<file path="config.mk">
export PLATFORM = sky130hd
export DESIGN_NAME = risc_sequencer
export DESIGN_NICKNAME = d
export VERILOG_FILES = /design/src/rtl/risc_pkg.sv /design/src/rtl/seq_decode.sv /design/src/rtl/risc_sequencer.sv
export SDC_FILE = /design/constraint.sdc
export NUM_CORES = 1
export LEC_CHECK = 0
export CORE_MARGIN = 3
export CORE_UTILIZATION = 30
export CTS_BUF_LIST = sky130_fd_sc_hd__clkbuf_4 sky130_fd_sc_hd__clkbuf_8
export DETAILED_ROUTE_END_ITERATION = 7
export GPL_TIMING_DRIVEN = 0
export PLACE_DENSITY = 0.57
export SETUP_SLACK_MARGIN = 0.4
export SLEW_MARGIN = 10
export SYNTH_ARGS = -nofsm -noshare
export SYNTH_HDL_FRONTEND = slang
export SYNTH_SLANG_ARGS = --single-unit
</file>
<file path="constraint.sdc">
create_clock -name CLK -period 3.41 [get_ports CLK]
set_input_delay 0.5115 -clock CLK [delete_from_list [all_inputs] [get_ports CLK]]
set_output_delay 0.5115 -clock CLK [all_outputs]
set_load 0.01 [all_outputs]
</file>
<file path="src/rtl/risc_pkg.sv">
// risc_pkg: opcode and phase encodings, control-word layout and ALU-opcode test
// shared by the RISC sequencer and its decoder.
package risc_pkg;

    typedef enum logic [2:0] {
        OP_HLT, OP_SKZ, OP_ADD, OP_AND, OP_XOR, OP_LDA, OP_STO, OP_JMP
    } opcode_e;

    typedef enum logic [2:0] {
        PH_INST_ADDR, PH_INST_FETCH, PH_INST_LOAD, PH_IDLE,
        PH_OP_ADDR, PH_OP_FETCH, PH_ALU_OP, PH_STORE
    } phase_e;

    typedef struct packed {
        logic sel;
        logic rd;
        logic ld_ir;
        logic inc_pc;
        logic ld_pc;
        logic data_e;
        logic ld_ac;
        logic wr;
        logic halt;
    } ctrl_t;

    function automatic logic is_aluop(opcode_e op);
        return op inside {OP_ADD, OP_AND, OP_XOR, OP_LDA};
    endfunction

endpackage

</file>
<file path="src/rtl/seq_decode.sv">
// seq_decode: combinational control-strobe decode from the current phase,
// the instruction opcode and the accumulator-zero flag.
module seq_decode
    import risc_pkg::*;
(
    input  phase_e  phase_i,
    input  opcode_e opcode_i,
    input  logic    zero_i,
    output ctrl_t   ctrl_o
);

    logic alu, sto, jmp;

    assign alu = is_aluop(opcode_i);
    assign sto = (opcode_i == OP_STO);
    assign jmp = (opcode_i == OP_JMP);

    always_comb begin
        ctrl_o = '0;
        case (phase_i)
            PH_INST_ADDR: ctrl_o.sel = 1'b1;
            PH_INST_FETCH: begin
                ctrl_o.sel = 1'b1;
                ctrl_o.rd  = 1'b1;
            end
            PH_INST_LOAD, PH_IDLE: begin
                ctrl_o.sel   = 1'b1;
                ctrl_o.rd    = 1'b1;
                ctrl_o.ld_ir = 1'b1;
            end
            PH_OP_ADDR: begin
                ctrl_o.inc_pc = 1'b1;
                ctrl_o.halt   = (opcode_i == OP_HLT);
            end
            PH_OP_FETCH: ctrl_o.rd = alu;
            PH_ALU_OP: begin
                ctrl_o.rd     = alu;
                ctrl_o.inc_pc = (opcode_i == OP_SKZ) && zero_i;
                ctrl_o.ld_pc  = jmp;
                ctrl_o.data_e = sto;
            end
            PH_STORE: begin
                ctrl_o.rd     = alu;
                ctrl_o.ld_ac  = alu;
                ctrl_o.ld_pc  = jmp;
                ctrl_o.wr     = sto;
                ctrl_o.data_e = sto;
            end
            default: ctrl_o = '0;
        endcase
    end

endmodule

</file>
<file path="src/rtl/risc_sequencer.sv">
// risc_sequencer: 8-phase instruction sequencer with sticky halt.
// Define SEQ_SINGLE_STEP_EN to add the STEP input for single-instruction stepping.
module risc_sequencer
    import risc_pkg::*;
(
    input  logic       CLK,
    input  logic       RST_,
    input  logic [2:0] OPCODE,
    input  logic       ZERO,
`ifdef SEQ_SINGLE_STEP_EN
    input  logic       STEP,
`endif
    output logic [2:0] PHASE,
    output logic       SEL,
    output logic       RD,
    output logic       LD_IR,
    output logic       INC_PC,
    output logic       LD_PC,
    output logic       PC_EN,
    output logic       DATA_E,
    output logic       LD_AC,
    output logic       WR,
    output logic       HALT
);

    phase_e phase_q, phase_d;
    logic   halted_q, halted_d;
    logic   resume, wait_step;
    ctrl_t  dec, ctrl;

    seq_decode u_decode (
        .phase_i  (phase_q),
        .opcode_i (opcode_e'(OPCODE)),
        .zero_i   (ZERO),
        .ctrl_o   (dec)
    );

`ifdef SEQ_SINGLE_STEP_EN
    logic hold_q, hold_d;

    // Set when an instruction completes; parks the sequencer in phase 0 until STEP.
    assign resume    = STEP;
    assign wait_step = hold_q & ~STEP;
    assign hold_d    = (phase_q == PH_STORE) | wait_step;

    always_ff @(posedge CLK or negedge RST_) begin
        if (!RST_) hold_q <= 1'b0;
        else       hold_q <= hold_d;
    end
`else
    assign resume    = 1'b0;
    assign wait_step = 1'b0;
`endif

    // dec.halt can only be raised in phase 4, so it doubles as the halt-entry condition.
    always_comb begin
        phase_d  = halted_q ? (resume ? PH_OP_FETCH : PH_OP_ADDR)
                 : (dec.halt | wait_step) ? phase_q
                 : phase_e'(phase_q + 3'd1);
        halted_d = halted_q ? ~resume : dec.halt;
        ctrl     = halted_q ? '{halt: 1'b1, default: 1'b0} : dec;
    end

    always_ff @(posedge CLK or negedge RST_) begin
        if (!RST_) begin
            phase_q  <= PH_INST_ADDR;
            halted_q <= 1'b0;
        end else begin
            phase_q  <= phase_d;
            halted_q <= halted_d;
        end
    end

    assign PHASE  = phase_q;
    assign SEL    = ctrl.sel;
    assign RD     = ctrl.rd;
    assign LD_IR  = ctrl.ld_ir;
    assign INC_PC = ctrl.inc_pc;
    assign LD_PC  = ctrl.ld_pc;
    assign PC_EN  = ctrl.inc_pc | ctrl.ld_pc;
    assign DATA_E = ctrl.data_e;
    assign LD_AC  = ctrl.ld_ac;
    assign WR     = ctrl.wr;
    assign HALT   = ctrl.halt;

endmodule
</file>
==> flow_metrics.tcl <==
set metrics [dict create \
    finalSetupViolCount 0 \
    cts_tree "yes" \
    fin_skew_ns 0.004694 \
    syn_avg_cell_area_um2 8.758 \
    drive_gt1_frac 0.1429 \
    clock_latency_ns 0.23 \
    dr.pass1.iters 2 \
    critPathLaunchType "primary input" \
    drt_wl_total_um 899 \
    htree_levels 1 \
    numPortBuffers 18 \
    hold_violations 0 \
    row_count 13 \
    peakVddDrop_v 0.0001238 \
    multiInputGateArea_um2 309.0 \
    synthCells 49 \
    area_growth_pct 51.60 \
    cts_root_buffer "clkbuf_4" \
    gp_congestion 0.6500 \
    power_density_nw_per_um2 219.9 \
    synth_seq_area_share 0.2332 \
    r2r_cells 5 \
    die-area_um2 1920 \
    cts_hold_buf 0 \
    ys_ff_latch 4 \
    relSlewSlack 0.7731 \
    post-route-min-period_ns 2.743 \
    ys_types 23 \
    dp_hpwl_um 744 \
    max_slew.worst_pin.slew_ns 0.3379 \
    status "finished, final reports clean" \
    slew_viol_final 0 \
    drt-met1-wl_um 419 \
    via_count 390 \
    clockBufferDepth 2 \
    routedWlPerCell_um 10.58 \
    min_period_over_period 0.8043 \
    post_cts_resized 0 \
    worstSetupPathType "primary input to output pin" \
    grt_pass1_wl_um 1559 \
    drc 0 \
    nets 85 \
    dieWidth_um 43.82 \
    synth_nets 62 \
    start_util 0.3257 \
    clkSinkCount 4 \
    cp_data_required_time_ns 2.90 \
    arrival_ns 2.23 \
    grt_max_degree 11 \
    rsz0062_at_grt "no" \
    wl_met3_um 50 \
    overflow 0 \
    ant_nets 0 \
    hp-class "primary input to asynchronous set/reset pin" \
    grt_pass1_vias 383 \
    netlist_area_um2 429.2 \
    grt_util_all_layers 0.1096 \
    antenna_found_initial 0 \
    post_cts_buffers 0 \
    cts_made_buffers 3 \
    via_per_inst 4.588 \
    met2RoutedLength_um 430 \
    n_antenna_cell 0 \
    worst_setup_path_end_kind "output pin" \
    yosysWarningCount 0 \
    timing.hold.ws_ns 0.4749 \
    worstPathMaxFanout 4 \
    timing.setup.tns_ns 0 \
    regArea_um2 100.1 \
    max_freq_mhz 364.6 \
    top_layer_used "met3" \
    io_pins 19 \
    drt_first_iter_violations 2 \
    fp.dieH_um 43.82 \
    p_leak_uw 0.0002738 \
    clkSlewWorstSetupHoldPaths_ns 0.04 \
    core_um2 1318 \
    fillers 127 \
    cap_violations 0 \
]
[Yosys cell counts]
| library cell | number | area, µm² |
|---|---|---|
| o211ai_2 | 1 | 12.51 |
| nor4_4 | 1 | 21.27 |
| nand2_1 | 4 | 15.01 |
| o21ai_1 | 1 | 5.000 |
| dfrtp_1 | 4 | 100.1 |
| nor3_1 | 1 | 5.000 |
| mux2_1 | 1 | 11.26 |
| or2_2 | 3 | 18.77 |
| xor2_1 | 1 | 8.760 |
| nor4b_1 | 1 | 8.760 |
| a21oi_1 | 4 | 20.02 |
| nand2b_1 | 3 | 18.77 |
| buf_2 | 1 | 5.000 |
| nand4_1 | 1 | 6.260 |
| nor2_1 | 5 | 18.77 |
| inv_1 | 4 | 15.01 |
| ha_1 | 7 | 87.58 |
| mux2i_1 | 1 | 10.01 |
| or3_4 | 1 | 11.26 |
| a211oi_1 | 1 | 7.510 |
| o21a_1 | 1 | 7.510 |
| nor2b_1 | 1 | 6.260 |
| or3b_1 | 1 | 8.760 |
[state kept, by name, summed over array words and instances (netlist names)]
register	cells
PHASE	3
halted_q	1
[per-stage QoR]
step                      power (µW)    util  std cells  cell area [µm²]  setup slack, ns
after floorplan                68.04       -         49            429.2            1.488
after global placement         86.83  0.4767         82            628.1           0.6695
after detailed placement       86.57  0.4767         82            628.1           0.6423
after CTS                      146.9  0.4938         85            650.6           0.6528
after global routing           150.9  0.4938         85            650.6           0.5584
final                          143.1  0.4938         85            650.6           0.6673
[worst paths after layout]
kind	to	slack (ns)	start
max in group asynchronous	PHASE[0]$_DFFE_PN0P_	2.77	RST_
min in group CLK	PHASE[1]$_DFFE_PN0P_	0.62	PHASE[1]$_DFFE_PN0P_
hold reg to reg	PHASE[1]$_DFFE_PN0P_	0.62	PHASE[1]$_DFFE_PN0P_
hold / removal	PHASE[2]$_DFFE_PN0P_	0.47	RST_
setup reg to reg	PHASE[0]$_DFFE_PN0P_	1.81	PHASE[0]$_DFFE_PN0P_
setup / recovery	PC_EN	0.67	OPCODE[1]
[routing by layer]
layer,vias to the layer above,GRT usage
met5,-,0
met3,0,0.02905
li1,208,-
met1,172,0.1425
met2,10,0.1570
met4,0,0.07229
[area by class of cell]
class,instances,area share
Sequential cell,4,0.1538
Timing Repair Buffer,18,0.2769
Tap cell,15,0.02885
Clock buffer,3,0.03462
Multi-Input combinational cell,40,0.4750
Buffer,1,0.007692
Inverter,4,0.02308
[cell families after synthesis]
group           count (synthesis)  synth area share
simple gates                   22            0.3236
compound gates                  8            0.1224
fa+ha+maj                       7            0.2041
flops                           4            0.2332
mux                             2           0.04956
buf+inv                         5           0.04663
xor+xnor                        1           0.02041
[cell usage in the layout, fill, tap and decap left out, types with 3 or more instances in the layout]
cell type	n
dfrtp_1	4
nand2_1	4
clkbuf_4	3
clkdlybuf4s50_1	18
inv_1	4
ha_1	7
or2_2	3
nor2_1	5
nand2b_1	3
a21oi_1	4
[power by group]
part	internal [µW]	switching (µW)	leakage (µW)
clock	39.3	18.3	0.0000138
combinational	18.4	16.0	0.000215
sequential	49.3	1.80	0.0000455
total	107	36.0	0.000274
[worst max-delay path: stages]
cell and delay (ns):
clkdlybuf4s50_1 0.58, nand2_1 0.10, or3_4 0.35, o211ai_2 0.13, clkdlybuf4s50_1 0.55
Note: power is estimated with default switching activity, not from simulation.
